===== src/rtl/axi_sft_tmr_addr_arbiter.sv =====
// ---------------------------------------------------------------------------
// axi_sft_tmr_addr_arbiter
//
// Shares one crossbar master address port between S_COUNT slave-side address
// decoders. A grant is held until the address handshake completes. The
// arbitration state (FSM state, grant index, round-robin pointer) lives in
// three replicas. Every cycle they are majority-voted, and all three replicas
// reload the next state computed from the vote, so a single upset is scrubbed
// within one cycle. Any disagreement is reported as a pulse and counted.
//
// Ports
//   clk, rst_n      clock, asynchronous active-low reset
//   s_req_valid     per-slave request, held until accepted
//   s_req_qos       per-slave aqos, slave i on bits [4i+3:4i]
//   s_req_ready     per-slave accept (combinational from m_ready)
//   m_valid         address valid toward the master port
//   m_ready         master port accept
//   m_grant_idx     index of the granted slave (mux select)
//   m_grant_onehot  one-hot of m_grant_idx, zero while m_valid is low
//   tmr_err_pulse   one-cycle pulse after a replica disagreed with the vote
//   tmr_err_count   saturating count of disagreement cycles
//   tmr_err_clr     synchronous clear of tmr_err_count (wins over increment)
// ---------------------------------------------------------------------------
module axi_sft_tmr_addr_arbiter #(
  parameter int S_COUNT       = 4,
  parameter int ARB_QOS       = 1,
  parameter int ERR_CNT_WIDTH = 8
) (
  input  logic                       clk,
  input  logic                       rst_n,
  input  logic [S_COUNT-1:0]         s_req_valid,
  input  logic [4*S_COUNT-1:0]       s_req_qos,
  output logic [S_COUNT-1:0]         s_req_ready,
  output logic                       m_valid,
  input  logic                       m_ready,
  output logic [$clog2(S_COUNT)-1:0] m_grant_idx,
  output logic [S_COUNT-1:0]         m_grant_onehot,
  output logic                       tmr_err_pulse,
  output logic [ERR_CNT_WIDTH-1:0]   tmr_err_count,
  input  logic                       tmr_err_clr
);

  localparam int IDX_W = $clog2(S_COUNT);
  localparam logic [IDX_W-1:0]         PTR_RST  = IDX_W'(S_COUNT - 1);
  localparam logic [ERR_CNT_WIDTH-1:0] CNT_ZERO = {ERR_CNT_WIDTH{1'b0}};
  localparam logic [ERR_CNT_WIDTH-1:0] CNT_ONE  = ERR_CNT_WIDTH'(1'b1);
  localparam logic [ERR_CNT_WIDTH-1:0] CNT_MAX  = {ERR_CNT_WIDTH{1'b1}};
  localparam logic [S_COUNT-1:0]       REQ_ZERO = {S_COUNT{1'b0}};

  typedef enum logic [0:0] {
    ST_IDLE  = 1'b0,
    ST_GRANT = 1'b1
  } state_e;

  // Bitwise 2-of-3 majority of a single bit.
  function automatic logic vote_bit(input logic a, input logic b, input logic c);
    return (a & b) | (a & c) | (b & c);
  endfunction

  // Bitwise 2-of-3 majority of an index-wide field.
  function automatic logic [IDX_W-1:0] vote_idx(input logic [IDX_W-1:0] a,
                                                input logic [IDX_W-1:0] b,
                                                input logic [IDX_W-1:0] c);
    return (a & b) | (a & c) | (b & c);
  endfunction

  // Returns {found, winner}. With QoS enabled only the candidates carrying the
  // highest aqos stay eligible; the winner is the first eligible slave found
  // when walking ptr+1, ptr+2, ... modulo S_COUNT.
  function automatic logic [IDX_W:0] arb_pick(input logic [S_COUNT-1:0]   cand,
                                              input logic [4*S_COUNT-1:0] qos,
                                              input logic [IDX_W-1:0]     ptr);
    logic [3:0]         max_q;
    logic [S_COUNT-1:0] elig;
    logic               found;
    logic [IDX_W-1:0]   win;
    logic [IDX_W:0]     pos;
    max_q = 4'd0;
    for (int i = 0; i < S_COUNT; i++) begin
      if (cand[i] && (qos[4*i +: 4] > max_q)) max_q = qos[4*i +: 4];
      else                                    max_q = max_q;
    end
    elig = cand;
    for (int i = 0; i < S_COUNT; i++) begin
      if ((ARB_QOS != 0) && (qos[4*i +: 4] != max_q)) elig[i] = 1'b0;
      else                                            elig[i] = cand[i];
    end
    found = 1'b0;
    win   = {IDX_W{1'b0}};
    for (int k = 1; k <= S_COUNT; k++) begin
      pos = {1'b0, ptr} + (IDX_W+1)'(k);
      if (pos >= (IDX_W+1)'(S_COUNT)) pos = pos - (IDX_W+1)'(S_COUNT);
      else                            pos = pos;
      if (!found && elig[pos[IDX_W-1:0]]) begin
        found = 1'b1;
        win   = pos[IDX_W-1:0];
      end else begin
        found = found;
      end
    end
    return {found, win};
  endfunction

  // Three replicas of the arbitration state
  state_e           state0_q, state1_q, state2_q;
  logic [IDX_W-1:0] grant0_q, grant1_q, grant2_q;
  logic [IDX_W-1:0] ptr0_q,   ptr1_q,   ptr2_q;

  state_e           state_vote_s, state_d;
  logic [IDX_W-1:0] grant_vote_s, grant_d;
  logic [IDX_W-1:0] ptr_vote_s,   ptr_d;
  logic             mismatch_s;

  logic [S_COUNT-1:0] grant_oh_s;
  logic [S_COUNT-1:0] cand_s;
  logic [IDX_W-1:0]   arb_ptr_s;
  logic [IDX_W:0]     pick_s;
  logic               win_found_s;
  logic [IDX_W-1:0]   win_idx_s;

  logic                     err_pulse_q;
  logic [ERR_CNT_WIDTH-1:0] err_cnt_q;

  // Majority vote of the replicas and detection of any dissenting replica.
  always_comb begin
    state_vote_s = state_e'(vote_bit(state0_q, state1_q, state2_q));
    grant_vote_s = vote_idx(grant0_q, grant1_q, grant2_q);
    ptr_vote_s   = vote_idx(ptr0_q, ptr1_q, ptr2_q);
    mismatch_s   = (state0_q != state_vote_s) | (grant0_q != grant_vote_s) | (ptr0_q != ptr_vote_s) |
                   (state1_q != state_vote_s) | (grant1_q != grant_vote_s) | (ptr1_q != ptr_vote_s) |
                   (state2_q != state_vote_s) | (grant2_q != grant_vote_s) | (ptr2_q != ptr_vote_s);
  end

  // One-hot decode of the voted grant index.
  always_comb begin
    grant_oh_s = REQ_ZERO;
    for (int i = 0; i < S_COUNT; i++) begin
      grant_oh_s[i] = (grant_vote_s == IDX_W'(i));
    end
  end

  // Arbitration inputs: while granted the current owner is excluded and the
  // search starts after it, so the re-arbitration on a handshake already sees
  // the pointer value that the handshake is about to commit.
  always_comb begin
    cand_s    = s_req_valid;
    arb_ptr_s = ptr_vote_s;
    if (state_vote_s == ST_GRANT) begin
      cand_s    = s_req_valid & ~grant_oh_s;
      arb_ptr_s = grant_vote_s;
    end else begin
      cand_s    = s_req_valid;
      arb_ptr_s = ptr_vote_s;
    end
    pick_s      = arb_pick(cand_s, s_req_qos, arb_ptr_s);
    win_found_s = pick_s[IDX_W];
    win_idx_s   = pick_s[IDX_W-1:0];
  end

  // Next-state logic, evaluated on the voted state only.
  always_comb begin
    state_d = state_vote_s;
    grant_d = grant_vote_s;
    ptr_d   = ptr_vote_s;
    case (state_vote_s)
      ST_IDLE: begin
        if (win_found_s) begin
          state_d = ST_GRANT;
          grant_d = win_idx_s;
        end else begin
          state_d = ST_IDLE;
        end
      end
      ST_GRANT: begin
        // Without a handshake the grant is frozen: no preemption, and a
        // requester dropping valid does not release it.
        if (m_ready) begin
          ptr_d = grant_vote_s;
          if (win_found_s) begin
            state_d = ST_GRANT;
            grant_d = win_idx_s;
          end else begin
            state_d = ST_IDLE;
          end
        end else begin
          state_d = ST_GRANT;
        end
      end
      default: begin
        state_d = ST_IDLE;
      end
    endcase
  end

  // Replica registers; all three reload the voted next state (scrubbing).
  always_ff @(posedge clk or negedge rst_n) begin
    if (!rst_n) begin
      state0_q <= ST_IDLE;
      state1_q <= ST_IDLE;
      state2_q <= ST_IDLE;
      grant0_q <= {IDX_W{1'b0}};
      grant1_q <= {IDX_W{1'b0}};
      grant2_q <= {IDX_W{1'b0}};
      ptr0_q   <= PTR_RST;
      ptr1_q   <= PTR_RST;
      ptr2_q   <= PTR_RST;
    end else begin
      state0_q <= state_d;
      state1_q <= state_d;
      state2_q <= state_d;
      grant0_q <= grant_d;
      grant1_q <= grant_d;
      grant2_q <= grant_d;
      ptr0_q   <= ptr_d;
      ptr1_q   <= ptr_d;
      ptr2_q   <= ptr_d;
    end
  end

  // Upset pulse and saturating upset counter; clear beats a same-cycle upset.
  always_ff @(posedge clk or negedge rst_n) begin
    if (!rst_n) begin
      err_pulse_q <= 1'b0;
      err_cnt_q   <= CNT_ZERO;
    end else begin
      err_pulse_q <= mismatch_s;
      if (tmr_err_clr) begin
        err_cnt_q <= CNT_ZERO;
      end else if (mismatch_s && (err_cnt_q != CNT_MAX)) begin
        err_cnt_q <= err_cnt_q + CNT_ONE;
      end else begin
        err_cnt_q <= err_cnt_q;
      end
    end
  end

  // Outputs are decoded from voted state; ready follows m_ready directly.
  always_comb begin
    m_valid        = (state_vote_s == ST_GRANT);
    m_grant_idx    = grant_vote_s;
    m_grant_onehot = m_valid ? grant_oh_s : REQ_ZERO;
    s_req_ready    = (m_valid && m_ready) ? grant_oh_s : REQ_ZERO;
    tmr_err_pulse  = err_pulse_q;
    tmr_err_count  = err_cnt_q;
  end

endmodule


===== config.mk =====
export PLATFORM = sky130hd
export DESIGN_NAME = axi_sft_tmr_addr_arbiter
export DESIGN_NICKNAME = d
export VERILOG_FILES = /design/src/rtl/axi_sft_tmr_addr_arbiter.sv
export SDC_FILE = /design/constraint.sdc
export NUM_CORES = 1
export LEC_CHECK = 0
export CAP_MARGIN = 25
export CORE_MARGIN = 1
export CORE_UTILIZATION = 45
export DETAILED_ROUTE_END_ITERATION = 10
export PLACE_DENSITY = 0.75
export SYNTH_ARGS = -nofsm -noshare
export SYNTH_HDL_FRONTEND = slang
export SYNTH_SLANG_ARGS = --single-unit

===== constraint.sdc =====
create_clock -name clk -period 6.53 [get_ports clk]
set_clock_uncertainty 0.1 [all_clocks]
set_input_delay 1.306 -clock clk [delete_from_list [all_inputs] [get_ports clk]]
set_output_delay 1.306 -clock clk [all_outputs]
set_load 0.02 [all_outputs]

### Yosys cells after proc, flatten, opt, wreduce, memory -nomap -nowiden

Index checks and enable logic that the tools add are counted.

* bits in registers: 14
* latch bits: 0
* RAM bits: 0
* bits in read-only memories: 0
* bits of input ports: 24
* output and inout port bits: 20
* word-level logic and storage cells: 106
* memories: 0

* $add $sub $neg: 9
* multipliers: 0
* div/mod/pow operators: 0
* magnitude comparators: 12
* equality and inequality tests: 10
* shifts and indexed selects: 0
* muxes and demuxes: 42
* bitwise operators: 14
* reductions and logical operators: 14

Operators with widths (count)
* two-way mux 4 bit: 7
* two-way mux 2 bit: 13
* two-way mux 8 bit: 2
* != test 4 bit: 4
* two-way mux 1 bit: 14
* greater-or-equal comparator 3 bit, second input constant: 4
* greater-than comparator 4 bit: 3
* less-than comparator 2 x 3 -> 1 bit, second input constant: 4
* logical AND 1 bit: 9
* adder 8 x 1 -> 8 bit, second input constant: 1
* binary-select mux 1 bit (select 2 bit): 4
* != test 8 bit, second input constant: 1
* bitwise OR 2 bit: 4
* subtractor 2 x 1 -> 2 bit, second input constant: 4
* adder 2 x 2 -> 3 bit, second input constant: 2
* bitwise OR 1 bit: 5
* bitwise AND 2 bit: 2
* bitwise AND 4 bit: 1
* == test 2 bit, second input constant: 2
* greater-than comparator 4 x 1 -> 1 bit, second input constant: 1
* != test 2 bit: 2
* inverter 4 bit: 1
* one-hot mux 2 bit (2 select lines): 1
* adder 2 x 1 -> 3 bit, second input constant: 1
* 7 further kinds: 9

### Logic depth before layout (Yosys ltp)

* depth in word-level cells: 35
* gate-level depth with buffers: 28
* depth with buffers taken out: 26

### Worst setup path before layout

No wires, ideal clock.

* path type: input to register
* start: in s_req_valid[0]
* end: reg grant2_q[0]
* arrival time: 6.190 ns
* data required time: 6.305 ns
* slack: 0.115 ns
* stages on the path: 23
* cell sequence: and2_1 > nand2_1 > ha_1 > nand2_1 > o21bai_1 > a211oi_1 > o21a_1 > ha_1 > and4_1 > a211o_1 > o211ai_2 > a21boi_1 > inv_1 > ha_1 > and4_1 > a211oi_2 > buf_2 > a22oi_4 > xnor2_1 > or4_4 > nand2_4 > o31ai_2 > mux2_4

* word-level cells in the longest chain between the ends: 30

Ends and longest elaborated chain
* start, declared: line 31 `input logic [S_COUNT-1:0] s_req_valid,`
* bitwise AND 4 bit: line 149 `cand_s = s_req_valid & ~grant_oh_s;`
* two-way mux 4 bit (*): line 148 `if (state_vote_s == ST_GRANT) begin`
* logical AND 1 bit: line 80 `if (cand[i] && (qos[4*i +: 4] > max_q)) max_q = qos[4*i +: 4];`
* two-way mux 4 bit: line 80
* greater-than comparator 4 bit: line 80
* logical AND 1 bit: line 80
* two-way mux 4 bit: line 80
* greater-than comparator 4 bit: line 80
* (+14 left out)
* logical AND 1 bit: line 94 `if (!found && elig[pos[IDX_W-1:0]]) begin`
* two-way mux 1 bit: line 94
* logical NOT 1 bit: line 94
* logical AND 1 bit: line 94
* two-way mux 2 bit / two-way mux 1 bit (equally long branches): line 94
* two-way mux 2 bit (*): line 167, 179
* two-way mux 2 bit: line 177 `if (m_ready) begin`
* one-hot mux 2 bit (2 select lines) (*): line 165 `case (state_vote_s)`
* end signal, assigned: line 203 `grant2_q <= {IDX_W{1'b0}};`
* end signal, assigned: line 213 `grant2_q <= grant_d;`
* end, declared: line 106 `logic [IDX_W-1:0] grant0_q, grant1_q, grant2_q;`

Mark *: on every way between the ends. The rest lies on a longest branch, timed or not. The select of a mux whose other input is x is not followed.
A chain may end at the register's enable or synchronous reset.

### Worst setup path after layout

Same ends and word-level chain as after synthesis.

==> results.sh <==
export IMPL_wirelength_um=5898
export IMPL_dr_first_iter_drc_count=182
export IMPL_fp_row_count=21
export IMPL_numCtsBuffers=3
export IMPL_hp_start="ptr2_q[0]$_DFFE_PN1P_"
export IMPL_viasPerCell=6.000
export IMPL_grt_start_max_net_pins=14
export IMPL_drc_errors=0
export IMPL_ys_flop_type="dfrtp_1"
export IMPL_synth_edff_count=0
export IMPL_portBuffers=42
export IMPL_ys_seq_elements=13
export IMPL_synth_top_area_share_pct=16.45
export IMPL_clk_insertion_delay_late_ns=0.24
export IMPL_layout_common_cells="48 x buf_4, 33 x clkdlybuf4s50_1, 15 x xnor2_1"
export IMPL_yosysUniqueCellTypes=65
export IMPL_fin_tns_setup_ns=0
export IMPL_postSynthCellCount=197
export IMPL_status="finished, final reports clean"
export IMPL_slew_headroom_pct=61.30
export IMPL_fin_nets=329
export IMPL_htree_levels=1
export IMPL_cts_clk_slew_worst_paths_ns=0.06
export IMPL_dr_pass1_iters=5
export IMPL_end_kind="register"
export IMPL_drive_above_1_share_pct=38.70
export IMPL_dpl_cell_count=320
export IMPL_synth_area_leaders="dfrtp_1 16%, ha_1 9.0%, xnor2_1 7.9%"
export IMPL_power_density_nw_per_um2=313.8
export IMPL_yosysWarningCount=0
export IMPL_finalCritPeriodShare_pct=98.82
export IMPL_hold_path_class="register to register"
export IMPL_crit_path_start="s_req_valid[0]"
export IMPL_start_kind="input pin"
export IMPL_routed_via_count=2028
export IMPL_worst_setup_path_type="input pin to register"
export IMPL_cts_tree="built"
export IMPL_setup_slack_ns=0.07706
export IMPL_finalCriticalPeriod_ns=6.453
export IMPL_antenna_found_initial=0
export IMPL_final_max_slew_violation_count=0
export IMPL_ios=44
export IMPL_max_cap_violations=0
export IMPL_clock_path_buffers=2
export IMPL_dieArea_um2=3965
export IMPL_cp_arrival_ns=6.48
export IMPL_postRouteAntennaNets=0
export IMPL_grt_total_usage_pct=28.20
export IMPL_final_common_cell="buf_4"
export IMPL_grt_pass1_vias=1848
export IMPL_grt_overflow_total=0
export IMPL_tightest_slew_ns=0.5786
export IMPL_syn_nets=233
export IMPL_netlist_area_um2=1673
export IMPL_floorplan_initialDensity_pct=48.60
export IMPL_peakVddDrop_mv=0.1708
export IMPL_yosysSeqAreaShare_pct=19.60
export IMPL_crit_required_ns=6.56
export IMPL_pre_cts_ws_ns=-0.8644
export IMPL_path_max_fanout=4
export IMPL_cts_root_buffer="clkbuf_8"
export IMPL_gp_congestion=0.9157
export IMPL_grt_pass1_wl_um=8956
export IMPL_design_core_area_um2=3442
export IMPL_synth_async_reset_ratio_pct=100.0
export IMPL_clock_fmax_mhz=155.0
export IMPL_power_leakage_nw=1.290
export IMPL_routedWlPerCell_um=17.45
export IMPL_hold_violations=0
export IMPL_stdcell_count=338
export IMPL_rr_startpoint="grant2_q[0]$_DFFE_PN0P_"
export IMPL_clock_sinks=13
export IMPL_die_height_um=62.97
export IMPL_synth_area_per_cell_um2=8.492
export IMPL_setup_viol=0
export IMPL_die_x_um=62.97
export IMPL_area_growth_pct=71.35
export IMPL_synth_top_area_cell="dfrtp_1"
export IMPL_antenna_cells=0
export IMPL_hpwlAfterDp_um=3937
==> final timing paths <==
| kind | to | slack, ns | cells past startpoint |
|---|---|---|---|
| hold / removal | ptr2_q[0]$_DFFE_PN1P_ | 0.38 | 2 |
| min in group asynchronous | tmr_err_count[2]$_DFFE_PN0P_ | 1.34 | 1 |
| setup reg to reg | grant2_q[0]$_DFFE_PN0P_ | 0.45 | 27 |
| max in group asynchronous | tmr_err_count[3]$_DFFE_PN0P_ | 4.62 | 1 |
| setup / recovery | grant2_q[0]$_DFFE_PN0P_ | 0.08 | 28 |
| hold reg to reg | ptr2_q[0]$_DFFE_PN1P_ | 0.38 | 2 |
==> per-stage QoR <==
step	area [um2]	util, %	hold slack, ns	total power, mW
after floorplan	1673	-	0.3446	0.4691
after global placement	2425	70.45	0.3675	0.6666
after detailed placement	2425	70.45	0.3637	0.6729
after CTS	2710	78.74	0.3774	0.8262
after global routing	2867	83.28	0.4046	0.9532
final	2867	83.28	0.3751	0.8996
==> worst max-delay path, cell delays in order <==
cell and delay [ns]:
clkbuf_2 0.11, and2_4 0.15, nand2_2 0.08, ha_4 0.31, nand2_2 0.08, o21bai_4 0.20, buf_6 0.14, a21oi_4 0.18
a21oi_2 0.06, ha_1 0.29, nor2b_1 0.12, o211ai_1 0.16, a211o_4 0.42, o211ai_2 0.11, a21boi_4 0.22, inv_2 0.06
ha_4 0.27, o211ai_1 0.10, buf_4 0.17, a211oi_4 0.31, buf_4 0.17, buf_4 0.12, a22oi_2 0.09, xnor2_1 0.15
or4_4 0.57, nand2_4 0.11, o31ai_4 0.08, mux2_4 0.30
==> Yosys cell counts, types with 2 or more instances <==
cell type,count
nor2b_1,11
nand2b_1,3
and2_1,5
a211o_1,4
and3_4,2
mux2_2,2
and3_1,4
a21oi_1,14
and4_1,2
nor2_1,8
nand2_1,14
o211ai_2,2
xor2_1,3
nand4_1,5
a211oi_1,2
dfstp_2,2
or3_1,2
nor3_1,2
xnor2_1,15
a21o_1,2
mux2i_1,2
inv_1,15
dfrtp_1,11
a21boi_1,2
nand3_1,4
o211ai_1,2
o21ai_0,5
a2111oi_0,2
a31oi_1,2
o22ai_1,2
ha_1,12
==> sequential cells by signal, summed over array words and instances (netlist names) <==
signal	count
grant2_q	2
ptr2_q	2
state2_q	1
tmr_err_count	8
==> layer usage <==
metal | up-vias | part of all wire, % | track usage [%]
met3 | 27 | 6.8 | 3.832
met5 | - | 0 | 0
met1 | 964 | 43 | 40.07
met2 | 113 | 46 | 45.97
met4 | 0 | 3.6 | 3.779
li1 | 924 | - | -
==> what timing repair did <==
item	CTS	global route
endpoints found under the setup margin	3	3
endpoints found under the hold margin	0	0
hold buffers	0	0
setup buffers	7	7
pin swaps	18	27
resized for setup	38	30
==> power breakdown <==
group	total (mW)	leakage, nW	internal (mW)	switching (mW)
sequential	0.111	0.169	0.0996	0.0110
clock	0.0714	0.0228	0.0431	0.0284
combinational	0.717	1.10	0.365	0.352
total	0.900	1.29	0.508	0.392
==> kinds of logic (layout without fill, tap and decap cells) <==
kind of cell    Yosys count  after routing  share of synthesized area, %
compound gates           60             60                         28.20
mux                       5              5                         3.440
flops                    13             13                         19.60
buf+inv                  18            113                         4.786
fa+ha+maj                12             12                         8.975
other cells               1              1                        0.2242
simple gates             70             70                         25.36
xor+xnor                 18             18                         9.425
==> layout make-up <==
type / instances / area, um2
well taps: 46 / 57.56
multi-input cells: 166 / 1538
inverters: 15 / 56.30
repair buffers: 94 / 842.1
flip-flops and latches: 13 / 327.8
clock buffers: 4 / 45.04
fillers: 183 / 575.6
Note: power is estimated with default switching activity, not from simulation.
